<file path="src/rtl/dcache_flush_sequencer.sv">
// Whole-array invalidation sequencer for the write-through dcache tag/valid SRAM.
// Sweeps every set once after reset and once per accepted flush request.
// While a sweep runs it holds off new lookups. It also waits for outstanding
// refills to drain before it starts a flush sweep.
//
// state    | meaning
// ---------+---------------------------------------------------------------
// ST_INIT  | post-reset sweep, one set per granted cycle, no ack at the end
// ST_IDLE  | normal operation, lookups allowed, waiting for a flush
// ST_DRAIN | flush accepted, waiting for outstanding refills to finish
// ST_SWEEP | flush sweep, one set per granted cycle
// ST_DONE  | one-cycle flush acknowledge
module dcache_flush_sequencer #(
    parameter int NumSets = 256,
    parameter int NumWays = 8,
    parameter int IdxW    = $clog2(NumSets)
) (
    input  logic               clk_i,
    input  logic               rst_ni,
    input  logic               flush_req_i,
    output logic               flush_ack_o,
    input  logic               miss_pending_i,
    output logic               stall_o,
    output logic               init_done_o,
    output logic               tag_req_o,
    input  logic               tag_gnt_i,
    output logic [IdxW-1:0]    tag_idx_o,
    output logic [NumWays-1:0] tag_way_o,
    output logic               tag_we_o
);

    typedef enum logic [2:0] {
        ST_INIT,
        ST_IDLE,
        ST_DRAIN,
        ST_SWEEP,
        ST_DONE
    } state_t;

    localparam logic [IdxW-1:0] LastIdx = IdxW'(NumSets - 1);

    state_t          state;
    logic [IdxW-1:0] idx;
    logic            pending;
    logic            init_done;

    // Sequencer state, set index, collapsed pending flush and sticky init flag.
    always_ff @(posedge clk_i) begin
        if (!rst_ni) begin
            state     <= ST_INIT;
            idx       <= '0;
            pending   <= 1'b0;
            init_done <= 1'b0;
        end else begin
            // A request that arrives outside IDLE is parked. A request that
            // arrives mid-sweep gets its own complete sweep later, because
            // the sets before idx were already invalidated before it arrived.
            if (flush_req_i && (state != ST_IDLE)) begin
                pending <= 1'b1;
            end
            case (state)
                ST_INIT: begin
                    if (tag_gnt_i) begin
                        if (idx == LastIdx) begin
                            idx       <= '0;
                            init_done <= 1'b1;
                            state     <= ST_IDLE;
                        end else begin
                            idx <= idx + 1'b1;
                        end
                    end
                end
                ST_IDLE: begin
                    // A new pulse and a parked request are served by one sweep.
                    if (flush_req_i || pending) begin
                        pending <= 1'b0;
                        state   <= ST_DRAIN;
                    end
                end
                ST_DRAIN: begin
                    if (!miss_pending_i) begin
                        state <= ST_SWEEP;
                    end
                end
                ST_SWEEP: begin
                    if (tag_gnt_i) begin
                        if (idx == LastIdx) begin
                            idx   <= '0;
                            state <= ST_DONE;
                        end else begin
                            idx <= idx + 1'b1;
                        end
                    end
                end
                ST_DONE: begin
                    state <= ST_IDLE;
                end
                default: begin
                    state <= ST_INIT;
                    idx   <= '0;
                end
            endcase
        end
    end

    // Outputs are pure decodes of registered state, so no input reaches an output.
    // tag_req_o stays high until granted because only a grant (or reset) leaves
    // INIT/SWEEP, and idx only moves on a grant.
    always_comb begin
        tag_req_o   = (state == ST_INIT) || (state == ST_SWEEP);
        tag_we_o    = tag_req_o;
        tag_way_o   = {NumWays{tag_req_o}};
        tag_idx_o   = idx;
        stall_o     = (state != ST_IDLE);
        flush_ack_o = (state == ST_DONE);
        init_done_o = init_done;
    end

endmodule

</file>
<file path="config.mk">
export PLATFORM = sky130hd
export DESIGN_NAME = dcache_flush_sequencer
export DESIGN_NICKNAME = d
export VERILOG_FILES = /design/src/rtl/dcache_flush_sequencer.sv
export SDC_FILE = /design/constraint.sdc
export NUM_CORES = 1
export LEC_CHECK = 0
export CAP_MARGIN = 20
export CORE_MARGIN = 3
export CORE_UTILIZATION = 51
export CTS_BUF_LIST = sky130_fd_sc_hd__clkbuf_4
export DETAILED_ROUTE_END_ITERATION = 10
export MAX_ROUTING_LAYER = met4
export PLACE_DENSITY = 0.87
export SYNTH_ARGS = -nofsm -noshare
export SYNTH_HDL_FRONTEND = slang
export SYNTH_SLANG_ARGS = --single-unit
</file>
<file path="constraint.sdc">
create_clock -name clk_i -period 4.05 [get_ports clk_i]
set_clock_uncertainty 0.15 [all_clocks]
set_input_delay 1.215 -clock clk_i [delete_from_list [all_inputs] [get_ports clk_i]]
set_output_delay 1.215 -clock clk_i [all_outputs]
set_load 0.01 [all_outputs]
</file>
# --- Yosys cells after proc, flatten, opt, wreduce, memory -nomap -nowiden ---
# Index checks and enable logic that the tools add are counted.
# W data, S select, Z words.
totals:
  elab_cells: 41
  reg_bits: 13
  input_bits: 5
  out_inout_bits: 21
op_classes:
  eq_ne: 13
  n_mux: 13
  n_bitwise: 1
  n_addsub: 1
  n_reduce_logical: 9
op_table:
  columns: ["op", "n"]
  rows:
  - ["$mux W3", 6]
  - ["$mux W8", 2]
  - ["$pmux W8 S2", 1]
  - ["$pmux W3 S5", 1]
  - ["$ne A2 B2 Y1 const B", 6]
  - ["$add A8 B1 Y8 const B", 1]
  - ["$eq A8 B8 Y1 const B", 1]
  - ["$eq A3 B2 Y1 const B", 2]
  - ["$reduce_and A6 Y1", 1]
  - ["$eq A3 B1 Y1 const B", 1]
  - ["$eq A3 B3 Y1 const B", 1]
  - ["$logic_not A3 Y1", 1]
  - ["$mux W1", 3]
  - ["$ne A3 B1 Y1 const B", 1]
  - ["$reduce_and A3 Y1", 1]
  - ["$reduce_or A3 Y1", 1]
  - ["$logic_or A1 B1 Y1", 2]
  - ["$ne A2 B1 Y1 const B", 1]
  - ["$reduce_and A2 Y1", 1]
  - ["$reduce_or A2 Y1", 1]
  - ["$logic_and A1 B1 Y1", 1]
  - ["$not A1 Y1", 1]

# --- Logic depth before layout (Yosys ltp) ---
depth:
  depth_word: 5
  mapped_depth: 6
  mapped_depth_nobuf: 5

# --- Worst setup path before layout ---
# Ideal clock, no wire load.
synth_timing:
  path_kind: "register to output"
  startpoint: "register state[0]"
  endpoint: "output tag_way_o[0]"
  stages_incl_launch_ff: 5
  n_path_buf: 2
  required_time_ns: 2.685
  t_arrival_ns: 1.386
  slack_ns: 1.299
  path_cell_list: "dfxtp_1 > buf_4 > xor2_1 > nor2_1 > buf_4"
synth_via:
  elab_chain_len: 2
  elab_cells_between_ends: 3
synth_lines:
  columns: ["item", "line_no", "text"]
  rows:
  - ["from (decl)", "42", "state_t state;"]
  - ["from (signal assigned)", "50", "state <= ST_INIT;"]
  - ["from (signal assigned)", "67", "state <= ST_IDLE;"]
  - ["from (signal assigned)", "77", "state <= ST_DRAIN;"]
  - ["$eq A3 B2 Y1 / $logic_not A3 Y1 (equally long branches)", "110", "tag_req_o = (state == ST_INIT) || (state == ST_SWEEP);"]
  - ["$logic_or A1 B1 Y1 (*)", "110", null]
  - ["to (decl)", "28", "output logic [NumWays-1:0] tag_way_o,"]
# Mark *: on every way between the ends. The rest lies on a longest branch, timed or not.

# --- Worst setup path after layout ---
layout_timing:
  startpoint: "register state[1]"
  endpoint: "output tag_req_o"
layout_via:
  elab_chain_len: 2
  elab_cells_between_ends: 3
layout_lines:
  columns: ["item", "line_no", "text"]
  rows:
  - ["$eq A3 B2 Y1 / $logic_not A3 Y1 (equally long branches)", "110", null]
  - ["$logic_or A1 B1 Y1 (*)", "110", null]
  - ["to (decl)", "25", "output logic tag_req_o,"]
# Marked as above.

==> impl_metrics.yaml <==
finish:
  layout.area.seq_um2: 260
  area_delta_synth_final_pct: 22.6
  antenna_cells: 0
  layout-drive-gt1-share_pct: 5.36
  multi_input_area_um2: 439
  final_nets: 119
  n_fill_cell: 108
synth:
  syn_inst: 98
  yosysSeqAreaShare_pct: 31.6
  ys_ff_latch: 13
  synth-simple-area-share_pct: 30.4
  synth-edff-count: 0
  synthXorXnorAreaFrac_pct: 1.06
  synth_compound_area_share_pct: 19.1
  synth_cell_types: 36
  synthArstFlopShare_pct: 0
  postSynthAreaPerCell_um2: 8.40
  synth_area_um2: 823
  synth_area_leader_cell: "dfxtp_1"
  netlist.area_leader.share_pct: 31.6
  netlist_top_cells_area: "dfxtp_1 (32%), buf_4 (10%), nand2_1 (3.6%), a32oi_1 (3.2%), a21oi_1 (3.0%)"
  syn_nets: 104
  muxShareOfSynthArea_pct: 1.22
  synth_adder_area_share_pct: 1.52
  ys.warnings.count: 0
  ys.flop_type: "dfxtp_1"
  synth_top_family_by_area: "simple AND/OR/NAND/NOR gates"
timing:
  finalSetupViolCount: 0
  slew_headroom_pct: 59.7
  tightest_slew_ns: 0.603
  finalCriticalPeriod_ns: 3.59
  fmax_mhz: 279
  rsz0062_at_grt: "false"
  hold_violations: 0
  finalCritPeriodShare_pct: 88.6
  worst_slack_ns: 0.463
  setup_tns_ns: 0
  drv_slew: 0
detailed_routing:
  drc_errors: 0
  drtIter0Drc: 27
  met2_wirelength_um: 827
  route.detailed.vias_per_inst: 6.11
  met3WireLength_um: 142
  wire_per_inst_um: 14.5
  wirelength_mm: 1.84
  ant_nets: 0
  vias: 776
  wl_met1_um: 841
  first_pass_iters: 4
  top_layer: "met4"
critical_path:
  cp.required_ns: 2.68
  r2r_cells: 5
  crit_chain: "xor2_1 -> nor2_1 -> clkdlybuf4s50_1"
  worst_path_max_delay_cell: "clkdlybuf4s50_1"
  cp-start-kind: "flip-flop"
  cp_slowest_stage_delay_ns: 0.66
  rr_startpoint: "tag_idx_o[0]$_SDFFE_PN0P_"
  crit_type: "reg -> out"
  arrival_ns: 2.22
  r2r-end: "tag_idx_o[3]$_SDFFE_PN0P_"
  end_kind: "primary output"
  worst-r2r-setup-slack_ns: 1.91
  critical_path.max_fanout: 13
hold_path:
  whs_endpoint: "tag_idx_o[6]$_SDFFE_PN0P_"
  holdCritPathClass: "reg -> reg"
  worstHoldStart: "tag_idx_o[6]$_SDFFE_PN0P_"
  whs_path_depth: 2
cts:
  post_cts_buffers: 0
  cts_max_path_buffers: 2
  cts.repair.resized: 0
  cts_tree: "done"
  cts-buffers-inserted: 3
  root_buffer: "clkbuf_4"
  clk_latency_ns: 0.28
  htree_levels: 1
  cts.clk_slew.worst_paths_ns: 0.09
  clock-sinks: 13
  cts_hold_buf: 0
die:
  initial_core_util_pct: 58.9
  die_area_um2: 2130
  die_h_um: 46.2
  dieWidth_um: 46.2
  coreArea_um2: 1400
  boundaryPins: 26
  rows: 13
grt:
  antenna_found_initial: 0
  grt_max_degree: 14
  grt_pass1_wl_mm: 2.79
  gr-total-overflow: 0
  grt_pass1_vias: 644
  grtUsageTotal_pct: 18.6
power_and_ir_drop:
  switching_share_pct: 37.0
  p_seq_share_pct: 31.2
  netSwitchingPower_uw: 200
  power.density_nw_per_um2: 536
  combPwrFrac_pct: 52.5
  clkPwrFrac_pct: 16.3
  finalPower_uw: 541
  p_leak_uw: 0.000361
  power.internal_uw: 341
  ir_drop_mv: 0.341
placed_design:
  preCtsSetupSlack_ns: 0.750
  globalplace.congestion: 0.828
  port_buffers: 25
  dpl.hpwl_mm: 1.33
run:
  maxCapViolCount: 0
outcome:
  outcome: "complete, no violations"
==> per-layer routing <==
| layer | vias to the layer above | global-route usage [%] |
|---|---|---|
| li1 | 381 | - |
| met1 | 355 | 23.5 |
| met2 | 35 | 28.8 |
| met3 | 5 | 3.91 |
| met4 | 0 | 6.82 |
| met5 | - | - |
==> placed cells by master (no fill, tap or decap), drive strengths merged, types with 2 or more instances in the layout <==
master / instances
nand3: 5
or3: 3
nor2: 2
nand4b: 2
nor3b: 2
nor4: 3
and4: 2
o21ai: 5
o31ai: 3
inv: 3
a32oi: 3
a21boi: 2
clkbuf: 4
dfxtp: 13
nand2: 8
and2: 3
clkdlybuf4s50: 25
or4b: 2
and3: 2
nand2b: 2
a21oi: 5
==> through the flow <==
stage / hold WS [ns] / util [%] / cells / instance area (µm²)
final: 0.356 / 72.2 / 127 / 1010
after global routing: 0.382 / 72.2 / 127 / 1010
after CTS: 0.357 / 72.2 / 127 / 1010
after detailed placement: 0.347 / 70.0 / 123 / 980
after global placement: 0.301 / 70.0 / 123 / 980
after floorplan: 0.357 / - / 98 / 823
==> state kept, by name, summed over array words and instances (netlist names) <==
| register | count |
|---|---|
| init_done_o | 1 |
| tag_idx_o | 8 |
| state | 3 |
| pending | 1 |
==> cell type report <==
class | count | share of cell area (%)
well taps | 15 | 1.86
clock buffers | 4 | 2.97
flip-flops and latches | 13 | 25.8
multi-input cells | 67 | 43.5
inverters | 3 | 1.12
repair buffers | 25 | 24.8
==> cells in the mapped netlist, drive strengths merged (2+ instances only) <==
cell,count
buf,13
o21ai,5
o31ai,3
a21boi,2
or4b,2
a21oi,5
and4,2
nor4,3
nand2b,2
clkbuf,2
nor2,2
dfxtp,13
nor3b,2
inv,3
a32oi,3
and3,2
nand4b,2
and2,3
nand3,5
or3,3
nand2,8
==> logic make-up after synthesis <==
logic type,Yosys count
simple gates,41
compound gates,23
buf+inv,18
flops,13
xor+xnor,1
mux,1
fa+ha+maj,1
==> power by group through the flow <==
| stage | logic [µW] | registers (µW) | clock network (µW) |
|---|---|---|---|
| after floorplan | 228 | 157 | 0 |
| after global placement | 279 | 169 | 0 |
| after detailed placement | 285 | 171 | 0 |
| after CTS | 286 | 168 | 89.9 |
| after global routing | 310 | 173 | 93.9 |
| final | 284 | 168 | 88.3 |
==> worst max-delay path, delay by kind of cell (launching register included) <==
family	cells	cell delay [ns]
xor gates and xnor gates	1	0.22
buffers and inverters	1	0.66
DFF	1	0.54
and+or+nand+nor	1	0.52
==> worst max-delay path by stage <==
stage	from	slack (ns)	endpoint	depth (start not counted)
global placement	rst_ni	0.74	tag_idx_o[3]$_SDFFE_PN0P_	5
detailed placement	rst_ni	0.75	tag_idx_o[3]$_SDFFE_PN0P_	5
global route	state[1]$_SDFFE_PN0P_	0.25	tag_req_o	3
CTS	state[1]$_SDFFE_PN0P_	0.43	tag_req_o	3
finish	state[1]$_SDFFE_PN0P_	0.46	tag_req_o	3
floorplan	state[0]$_SDFFE_PN0P_	1.30	tag_way_o[0]	4
Power figures use the tool's default switching activity.
